**src/rtl/adt7420_i2c_responder.sv**
```systemverilog
// adt7420_i2c_responder: I2C target emulating an ADT7420 temperature sensor register file
module adt7420_i2c_responder #(
  parameter logic [6:0] DEV_ADDR  = 7'h4B,
  parameter logic [7:0] ID_VALUE  = 8'hCB,
  parameter logic [7:0] CFG_RESET = 8'h00
) (
  input  logic        clk_i,
  input  logic        rst_i,
  input  logic        scl_i,
  input  logic        sda_i,
  output logic        sda_oe_o,
  input  logic [15:0] temp_i,
  output logic [7:0]  cfg_o,
  output logic        busy_o
);
  typedef enum logic [2:0] {IDLE, ADDR, ADDR_ACK, WR_BYTE, WR_ACK, RD_BYTE, RD_ACK, WAIT_STOP} state_t;
  state_t state, state_n;
  logic [2:0] scl_q, sda_q;
  logic fall_d, scl_rise, scl_fall, start, stop;
  logic [3:0] cnt, cnt_n;
  logic [6:0] sr, sr_n;
  logic [7:0] tx, tx_n, ptr, ptr_n, cfg_n, rd_data, byte_in;
  logic [15:0] shadow, shadow_n;
  logic oe_n, busy_n, first, first_n, rw, rw_n;
  // [0]/[1] are the synchronizer stages, [2] is the history bit
  assign scl_rise = scl_q[1] & ~scl_q[2];
  assign scl_fall = ~scl_q[1] & scl_q[2];
  assign start = sda_q[2] & ~sda_q[1] & scl_q[1];
  assign stop = ~sda_q[2] & sda_q[1] & scl_q[1];
  assign byte_in = {sr, sda_q[1]};
  assign rd_data = ptr == 8'h00 ? shadow[15:8] :
                   ptr == 8'h01 ? shadow[7:0] :
                   ptr == 8'h03 ? cfg_o :
                   ptr == 8'h0B ? ID_VALUE : 8'h00;
  always_ff @(posedge clk_i or posedge rst_i)
    if (rst_i) begin
      scl_q <= '1;
      sda_q <= '1;
      fall_d <= 1'b0;
      state <= IDLE;
      cnt <= '0;
      sr <= '0;
      tx <= '0;
      ptr <= '0;
      cfg_o <= CFG_RESET;
      shadow <= '0;
      sda_oe_o <= 1'b0;
      busy_o <= 1'b0;
      first <= 1'b0;
      rw <= 1'b0;
    end else begin
      scl_q <= {scl_q[1:0], scl_i};
      sda_q <= {sda_q[1:0], sda_i};
      fall_d <= scl_fall;
      state <= state_n;
      cnt <= cnt_n;
      sr <= sr_n;
      tx <= tx_n;
      ptr <= ptr_n;
      cfg_o <= cfg_n;
      shadow <= shadow_n;
      sda_oe_o <= oe_n;
      busy_o <= busy_n;
      first <= first_n;
      rw <= rw_n;
    end
  // SDA drive only moves on fall_d, so it never changes while SCL is high
  always_comb begin
    state_n = state;
    cnt_n = cnt;
    sr_n = sr;
    tx_n = tx;
    ptr_n = ptr;
    cfg_n = cfg_o;
    shadow_n = shadow;
    oe_n = sda_oe_o;
    busy_n = busy_o;
    first_n = first;
    rw_n = rw;
    if (start) begin
      state_n = ADDR;
      cnt_n = '0;
      shadow_n = temp_i;
      oe_n = 1'b0;
      busy_n = 1'b0;
    end else if (stop) begin
      state_n = IDLE;
      oe_n = 1'b0;
      busy_n = 1'b0;
    end else
      case (state)
        ADDR:
          if (scl_rise) begin
            sr_n = byte_in[6:0];
            cnt_n = cnt + 4'd1;
            if (cnt == 4'd7) begin
              state_n = byte_in[7:1] == DEV_ADDR ? ADDR_ACK : WAIT_STOP;
              busy_n = byte_in[7:1] == DEV_ADDR;
              rw_n = byte_in[0];
            end
          end
        ADDR_ACK:
          if (fall_d) begin
            if (!sda_oe_o)
              oe_n = 1'b1;
            else if (rw) begin
              state_n = RD_BYTE;
              oe_n = ~rd_data[7];
              tx_n = {rd_data[6:0], 1'b0};
              cnt_n = 4'd1;
            end else begin
              state_n = WR_BYTE;
              oe_n = 1'b0;
              first_n = 1'b1;
              cnt_n = '0;
            end
          end
        WR_BYTE:
          if (scl_rise) begin
            sr_n = byte_in[6:0];
            cnt_n = cnt + 4'd1;
            if (cnt == 4'd7) begin
              state_n = WR_ACK;
              cnt_n = '0;
              first_n = 1'b0;
              ptr_n = first ? byte_in : ptr + 8'd1;
              cfg_n = !first && ptr == 8'h03 ? byte_in : cfg_o;
            end
          end
        WR_ACK:
          if (fall_d) begin
            oe_n = ~sda_oe_o;
            state_n = sda_oe_o ? WR_BYTE : WR_ACK;
          end
        RD_BYTE:
          if (fall_d) begin
            if (cnt == 4'd8) begin
              oe_n = 1'b0;
              ptr_n = ptr + 8'd1;
              state_n = RD_ACK;
            end else begin
              oe_n = ~tx[7];
              tx_n = {tx[6:0], 1'b0};
              cnt_n = cnt + 4'd1;
            end
          end
        RD_ACK:
          if (scl_rise) begin
            state_n = sda_q[1] ? WAIT_STOP : RD_BYTE;
            tx_n = rd_data;
            cnt_n = '0;
          end
        default: ;
      endcase
  end
endmodule

```
**config.mk**
```make
export PLATFORM = sky130hd
export DESIGN_NAME = adt7420_i2c_responder
export DESIGN_NICKNAME = d
export VERILOG_FILES = /design/src/rtl/adt7420_i2c_responder.sv
export SDC_FILE = /design/constraint.sdc
export NUM_CORES = 1
export LEC_CHECK = 0
export CAP_MARGIN = 20
export CORE_MARGIN = 2
export CORE_UTILIZATION = 60
export CTS_BUF_LIST = sky130_fd_sc_hd__clkbuf_4 sky130_fd_sc_hd__clkbuf_8
export CTS_CLUSTER_DIAMETER = 120
export DETAILED_ROUTE_END_ITERATION = 16
export PLACE_DENSITY_LB_ADDON = 0.2
export SETUP_SLACK_MARGIN = 0.1
export SLEW_MARGIN = 10
export SYNTH_ARGS = -nofsm -noshare
export SYNTH_HDL_FRONTEND = slang
export SYNTH_SLANG_ARGS = --single-unit
```
**constraint.sdc**
```tcl
create_clock -name clk_i -period 2.81 [get_ports clk_i]
set_input_delay 0.281 -clock clk_i [delete_from_list [all_inputs] [get_ports clk_i]]
set_output_delay 0.281 -clock clk_i [all_outputs]
set_load 0.01 [all_outputs]
```
==> results of run 1 <==
[metal layers]
layer  up-vias  wire, um  GRT usage
met3        14       501     0.0648
met2        98      3950      0.403
met1      1425      3930      0.398
met5         -         0          0
li1       1369         -          -
met4         0       152      0.115
[kinds of logic (layout without fill, tap and decap cells)]
kind of cell	Yosys count	after routing	share of synthesized area
AOI/OAI and AO/OA	97	97	0.196
xor gates and xnor gates	1	1	0.00243
adders and majority gates	5	5	0.0174
buffers and inverters	30	63	0.0337
DFF	65	65	0.454
muxes	41	41	0.125
and+or+nand+nor	116	116	0.172
[path summary, 6_finish.rpt]
path	from	endpoint	cells past startpoint
min in group asynchronous	rst_i	cnt[2]	3
max in group asynchronous	rst_i	ptr[5]	3
setup reg to reg	state[0]	tx[6]	6
setup / recovery	state[0]	tx[6]	6
hold / removal	sda_i	sda_q[0]	1
hold reg to reg	scl_q[0]	scl_q[1]	0
[final cells by class]
cell class / instances / area, um2 / share of cell area
Inverter: 13 / 48.8 / 0.0117
Tap cell: 75 / 93.8 / 0.0225
Clock buffer: 9 / 124 / 0.0296
Sequential cell: 65 / 1630 / 0.391
Timing Repair Buffer: 34 / 328 / 0.0785
Multi-Input combinational cell: 260 / 1850 / 0.442
Clock inverter: 7 / 103 / 0.0246
[report_power, final]
group | total (mW) | switching, mW | leakage, nW | internal (mW)
combinational | 0.335 | 0.153 | 0.792 | 0.182
sequential | 1.19 | 0.134 | 0.840 | 1.06
clock | 0.922 | 0.412 | 0.116 | 0.510
total | 2.45 | 0.699 | 1.75 | 1.75
[stage by stage]
stage | instances | utilization | instance area (um2) | setup WS (ns)
floorplan | 355 | - | 3600 | 0.830
global placement | 447 | 0.675 | 3950 | 0.444
detailed placement | 447 | 0.675 | 3950 | 0.430
CTS | 463 | 0.714 | 4180 | 0.361
global route | 463 | 0.714 | 4180 | 0.169
finish | 463 | 0.714 | 4180 | 0.368
[state kept, by name, indices dropped and copies added, names as in the netlist]
signal and count:
busy_o 1, cfg_o 8, cnt 4, fall_d 1, first 1, ptr 8, rw 1, scl_q 3
sda_oe_o 1, sda_q 3, shadow 16, sr 7, state 3, tx 8
[cell usage after synthesis, drive strengths merged (3+ instances only)]
cell type	n
nand2b	4
a31oi	4
buf	6
ha	5
o21a	4
nor2b	5
mux2i	8
mux2	33
a2bb2oi	3
nand4	3
o221a	3
o22ai	4
nor3	6
and3	3
o221ai	5
a21oi	25
clkbuf	11
nand2	30
nor2	31
nand3	10
inv	12
nand3b	6
o21ai	22
and3b	3
dfstp	6
dfrtp	59
==> metrics.yaml, run 1 <==
floorplanning:
  ios: 30
  dieArea_um2: 6640
  placementRows: 28
  fp.dieW_um: 81.5
  dieHeight_um: 81.5
  core_um2: 5850
  initial_core_util: 0.616
synth:
  synth.net_count: 380
  ys_seq_elements: 65
  ys_warn_count: 0
  synth_edf_count: 0
  yosys_most_used_dff: "dfrtp_1"
  async_flop_share: 1.00
  netlist_instances: 355
  yosysUniqueCellTypes: 67
  netlist_area_um2: 3600
  synth_area_leaders: "dfrtp_1 41%, mux2_2 10%, dfstp_2 4.4%"
  ys_seq_area_frac: 0.454
  avgSynthCellArea_um2: 10.1
  yosys.area.top_type: "dfrtp_1"
  synth_top_area_frac: 0.410
power_and_ir_drop:
  finalPower_mw: 2.45
  ir_worst_vdd_mv: 0.425
  power_leakage_nw: 1.75
  power_per_cell_area_nw_per_um2: 586
cts:
  cts_tree: "built"
  cts_made_buffers: 9
  insertion_delay_ns: 0.36
  clkTransAtPathRegs_ns: 0.08
  holdBufCountCts: 0
  cts.sinks: 65
  cts_setup_buffers: 0
  h-tree-depth: 3
  cts_root_buf: "clkbuf_8"
  cts_resized: 0
  clk_path_buf_depth: 2
placed_design:
  place.gp.congestion: 0.887
  io_buffers: 29
  detailed_place_hpwl_mm: 5.98
worst_setup_path:
  crit_path_max_incr_delay_ns: 0.70
  crit_slowest_cell: "dfrtp_1"
  path_buf_inv: 1
  crit_required_ns: 3.08
  end_kind: "flip-flop"
  path_cells: "nand2b_1 -> o21ai_1 -> a2111oi_4 -> buf_4 -> nor2_1 -> a31oi_1"
  rrSetupSlack_ns: 0.37
  cp_max_fo: 20
  critPathTopFamily: "compound AO/OA/AOI/OAI gates"
  worstSetupPathType: "flip-flop to flip-flop"
  start_kind: "flip-flop"
  critPathArrivalTime_ns: 2.71
sta:
  tightest_slew_ns: 0.810
  rsz0062_at_grt: "no"
  clock.fmax_mhz: 410
  finClkSkew_ns: 0.0130
  period_needed_ns: 2.44
  slew_viol_final: 0
  hold_violations: 0
  period_share: 0.869
  hold_ws_ns: 0.336
  finalSetupTns_ns: 0
  setup_violations: 0
  max-slew-margin-rel: 0.460
finish:
  final_common_cell: "dfrtp_1"
  insertedDiodeCount: 0
  synthToLayoutAreaGrowth_pct: 16.0
  nFillCells: 426
  final_cell_mix: "59 x dfrtp_1, 33 x mux2_2, 31 x nor2_1"
  layout-drive-gt1-share: 0.204
  final_nets: 408
detailed_routing:
  vias: 2906
  drt_iter0_markers: 282
  wl_per_cell_um: 18.4
  dr.pass1.iters: 4
  wl_mm: 8.54
  ant_nets: 0
  drc: 0
  vias_per_cell: 6.28
global_route:
  grt_pass1_wl_mm: 13.7
  antenna_found_initial: 0
  grt_use_total: 0.277
  grt_pass1_vias: 2724
  grt_max_degree: 66
  globalRouteOverflowTotal: 0
outcome:
  status: "complete, no violations"
flow_run:
  max_cap_viol_count: 0
hold_path:
  min_path_type: "input pin to flip-flop"
No activity file was read; power rests on OpenSTA's default activity.
==> inputs of run 2 (changes only) <==
--- a/config.mk
+++ b/config.mk
@@ -12,6 +12,7 @@
 export CTS_CLUSTER_DIAMETER = 120
 export DETAILED_ROUTE_END_ITERATION = 16
 export PLACE_DENSITY_LB_ADDON = 0.2
+export RECOVER_POWER = 25
 export SETUP_SLACK_MARGIN = 0.1
 export SLEW_MARGIN = 10
 export SYNTH_ARGS = -nofsm -noshare
==> constraint.sdc (replaced) <==
create_clock -name clk_i -period 2.5 [get_ports clk_i]
set_input_delay 0.25 -clock clk_i [delete_from_list [all_inputs] [get_ports clk_i]]
set_output_delay 0.25 -clock clk_i [all_outputs]
set_load 0.01 [all_outputs]
==> metrics.yaml, run 2 (synthesis results as in run 1) <==
power_and_ir_drop:
  pwr-share-comb: 0.162
  power_per_cell_area_nw_per_um2: 596
  power_leakage_nw: 1.78
  p_seq_frac: 0.522
  ir_worst_vdd_mv: 0.530
  p_sw_uw: 757
  netSwitchingFraction: 0.301
  intPower_mw: 1.76
  finalPower_mw: 2.52
  clkPwrFrac: 0.316
detailed_routing:
  wl_per_cell_um: 18.5
  vias: 3058
  vias_per_cell: 6.41
  drt_iter0_markers: 266
  dr.pass1.iters: 5
  wl_mm: 8.82
  drc: 0
  ant_nets: 0
placed_design:
  place.gp.congestion: 0.939
  detailed_place_hpwl_mm: 6.48
  postPlaceCellArea_um2: 4040
  io_buffers: 29
sta:
  max-slew-margin-rel: 0.354
  period_needed_ns: 2.32
  clock.fmax_mhz: 430
  hold_ws_ns: 0.359
  tightest_slew_ns: 0.968
  finalSetupTns_ns: 0
  period_share: 0.930
  slew_viol_final: 0
  finClkSkew_ns: 0.0135
  setup_violations: 0
  rsz0062_at_grt: "no"
  hold_violations: 0
cts:
  cts_root_buf: "clkbuf_8"
  clkTransAtPathRegs_ns: 0.08
  insertion_delay_ns: 0.35
  h-tree-depth: 3
  cts.sinks: 65
  cts_made_buffers: 9
  clk_path_buf_depth: 2
  cts_tree: "built"
finish:
  top_register: "shadow"
  final_cell_mix: "58 x dfrtp_1, 33 x mux2_2, 31 x nor2_1"
  multi_input_area_um2: 1850
  nFillCells: 431
  area.sequential_um2: 1640
  insertedDiodeCount: 0
  largest_reg_flops: 16
  postLayoutCoreUtil: 0.722
  final_area_um2: 4220
  final_nets: 422
  layout-drive-gt1-share: 0.226
  final_common_cell: "dfrtp_1"
  synthToLayoutAreaGrowth_pct: 17.2
worst_setup_path:
  start_kind: "flip-flop"
  worstSetupPathType: "flip-flop to flip-flop"
  crit_required_ns: 2.73
  critPathArrivalTime_ns: 2.55
  end_kind: "flip-flop"
  rrSetupSlack_ns: 0.18
  cp_max_fo: 9
outcome:
  status: "complete, no violations"
floorplanning:
  dieArea_um2: 6640
  core_um2: 5850
  ios: 30
  dieHeight_um: 81.5
  fp.dieW_um: 81.5
  placementRows: 28
  initial_core_util: 0.616
hold_path:
  min_path_type: "flip-flop to flip-flop"
global_route:
  grt_max_degree: 26
  grt_pass1_wl_mm: 14.4
  globalRouteOverflowTotal: 0
  antenna_found_initial: 0
  grt_pass1_vias: 2886
  grt_use_total: 0.289
flow_run:
  max_cap_viol_count: 0
[run 2: changes by cell type in the layout (fill, tap and decap cells not counted), moves of 2 or more]
cell             before  now
clkinv_2              1    3
clkbuf_2              0    2
buf_4                 5   16
dfstp_2               6    4
clkdlybuf4s50_1      29   26
dlygate4sd3_1         0    3
clkinvlp_4            0    2
dfstp_1               0    2
bufinv_16             2    0
[run 2: area by class of cell]
cell class,instances,area share
clock buffer,9,0.0293
clock inverter,7,0.0113
inverter,13,0.0116
multi-input combinational,260,0.438
sequential,65,0.387
tap,75,0.0222
timing repair buffer,48,0.100
[run 2: worst paths after layout]
check                          from       end  cells past startpoint
max in group asynchronous     rst_i  cfg_o[3]                      3
setup / recovery           scl_q[1]        rw                      5
min in group asynchronous     rst_i     tx[5]                      2
hold reg to reg            sda_q[0]  sda_q[1]                      0
setup reg to reg           scl_q[1]        rw                      5
hold / removal             sda_q[0]  sda_q[1]                      0
[run 2: stage by stage]
step	cells	setup slack (ns)
after floorplan	355	0.520
after global placement	459	0.194
after detailed placement	459	0.178
after CTS	475	0.167
after global routing	477	0.117
final	477	0.176
[run 2: worst max-delay path, stage by stage, from the launching register on]
cell,delay [ns]
dfstp_1,0.71
or3b_1,0.41
nor2_1,0.34
nand2_1,0.19
nor3_1,0.20
mux2_2,0.36
[run 2: routing by layer]
metal	wire length [um]	track usage
met3	487	0.0451
met1	4070	0.417
met2	4080	0.447
met4	175	0.0983
met5	0	0
[run 2: power by group through the flow]
stage,Clock [mW],Sequential [mW],Combinational [mW]
6_report,0.795,1.31,0.409
5_1_grt,0.853,1.33,0.453
4_1_cts,0.799,1.31,0.411
3_5_place_dp,0,1.33,0.410
3_3_place_gp,0,1.33,0.399
2_1_floorplan,0,1.28,0.302
[run 2: repair_timing]
| item | in CTS | in global routing |
|---|---|---|
| resized for setup | 0 | 2 |
| setup buffers | 0 | 2 |
| endpoints found under the hold margin | 0 | 0 |
| hold buffers | 0 | 0 |
| setup endpoints to repair | 0 | 9 |
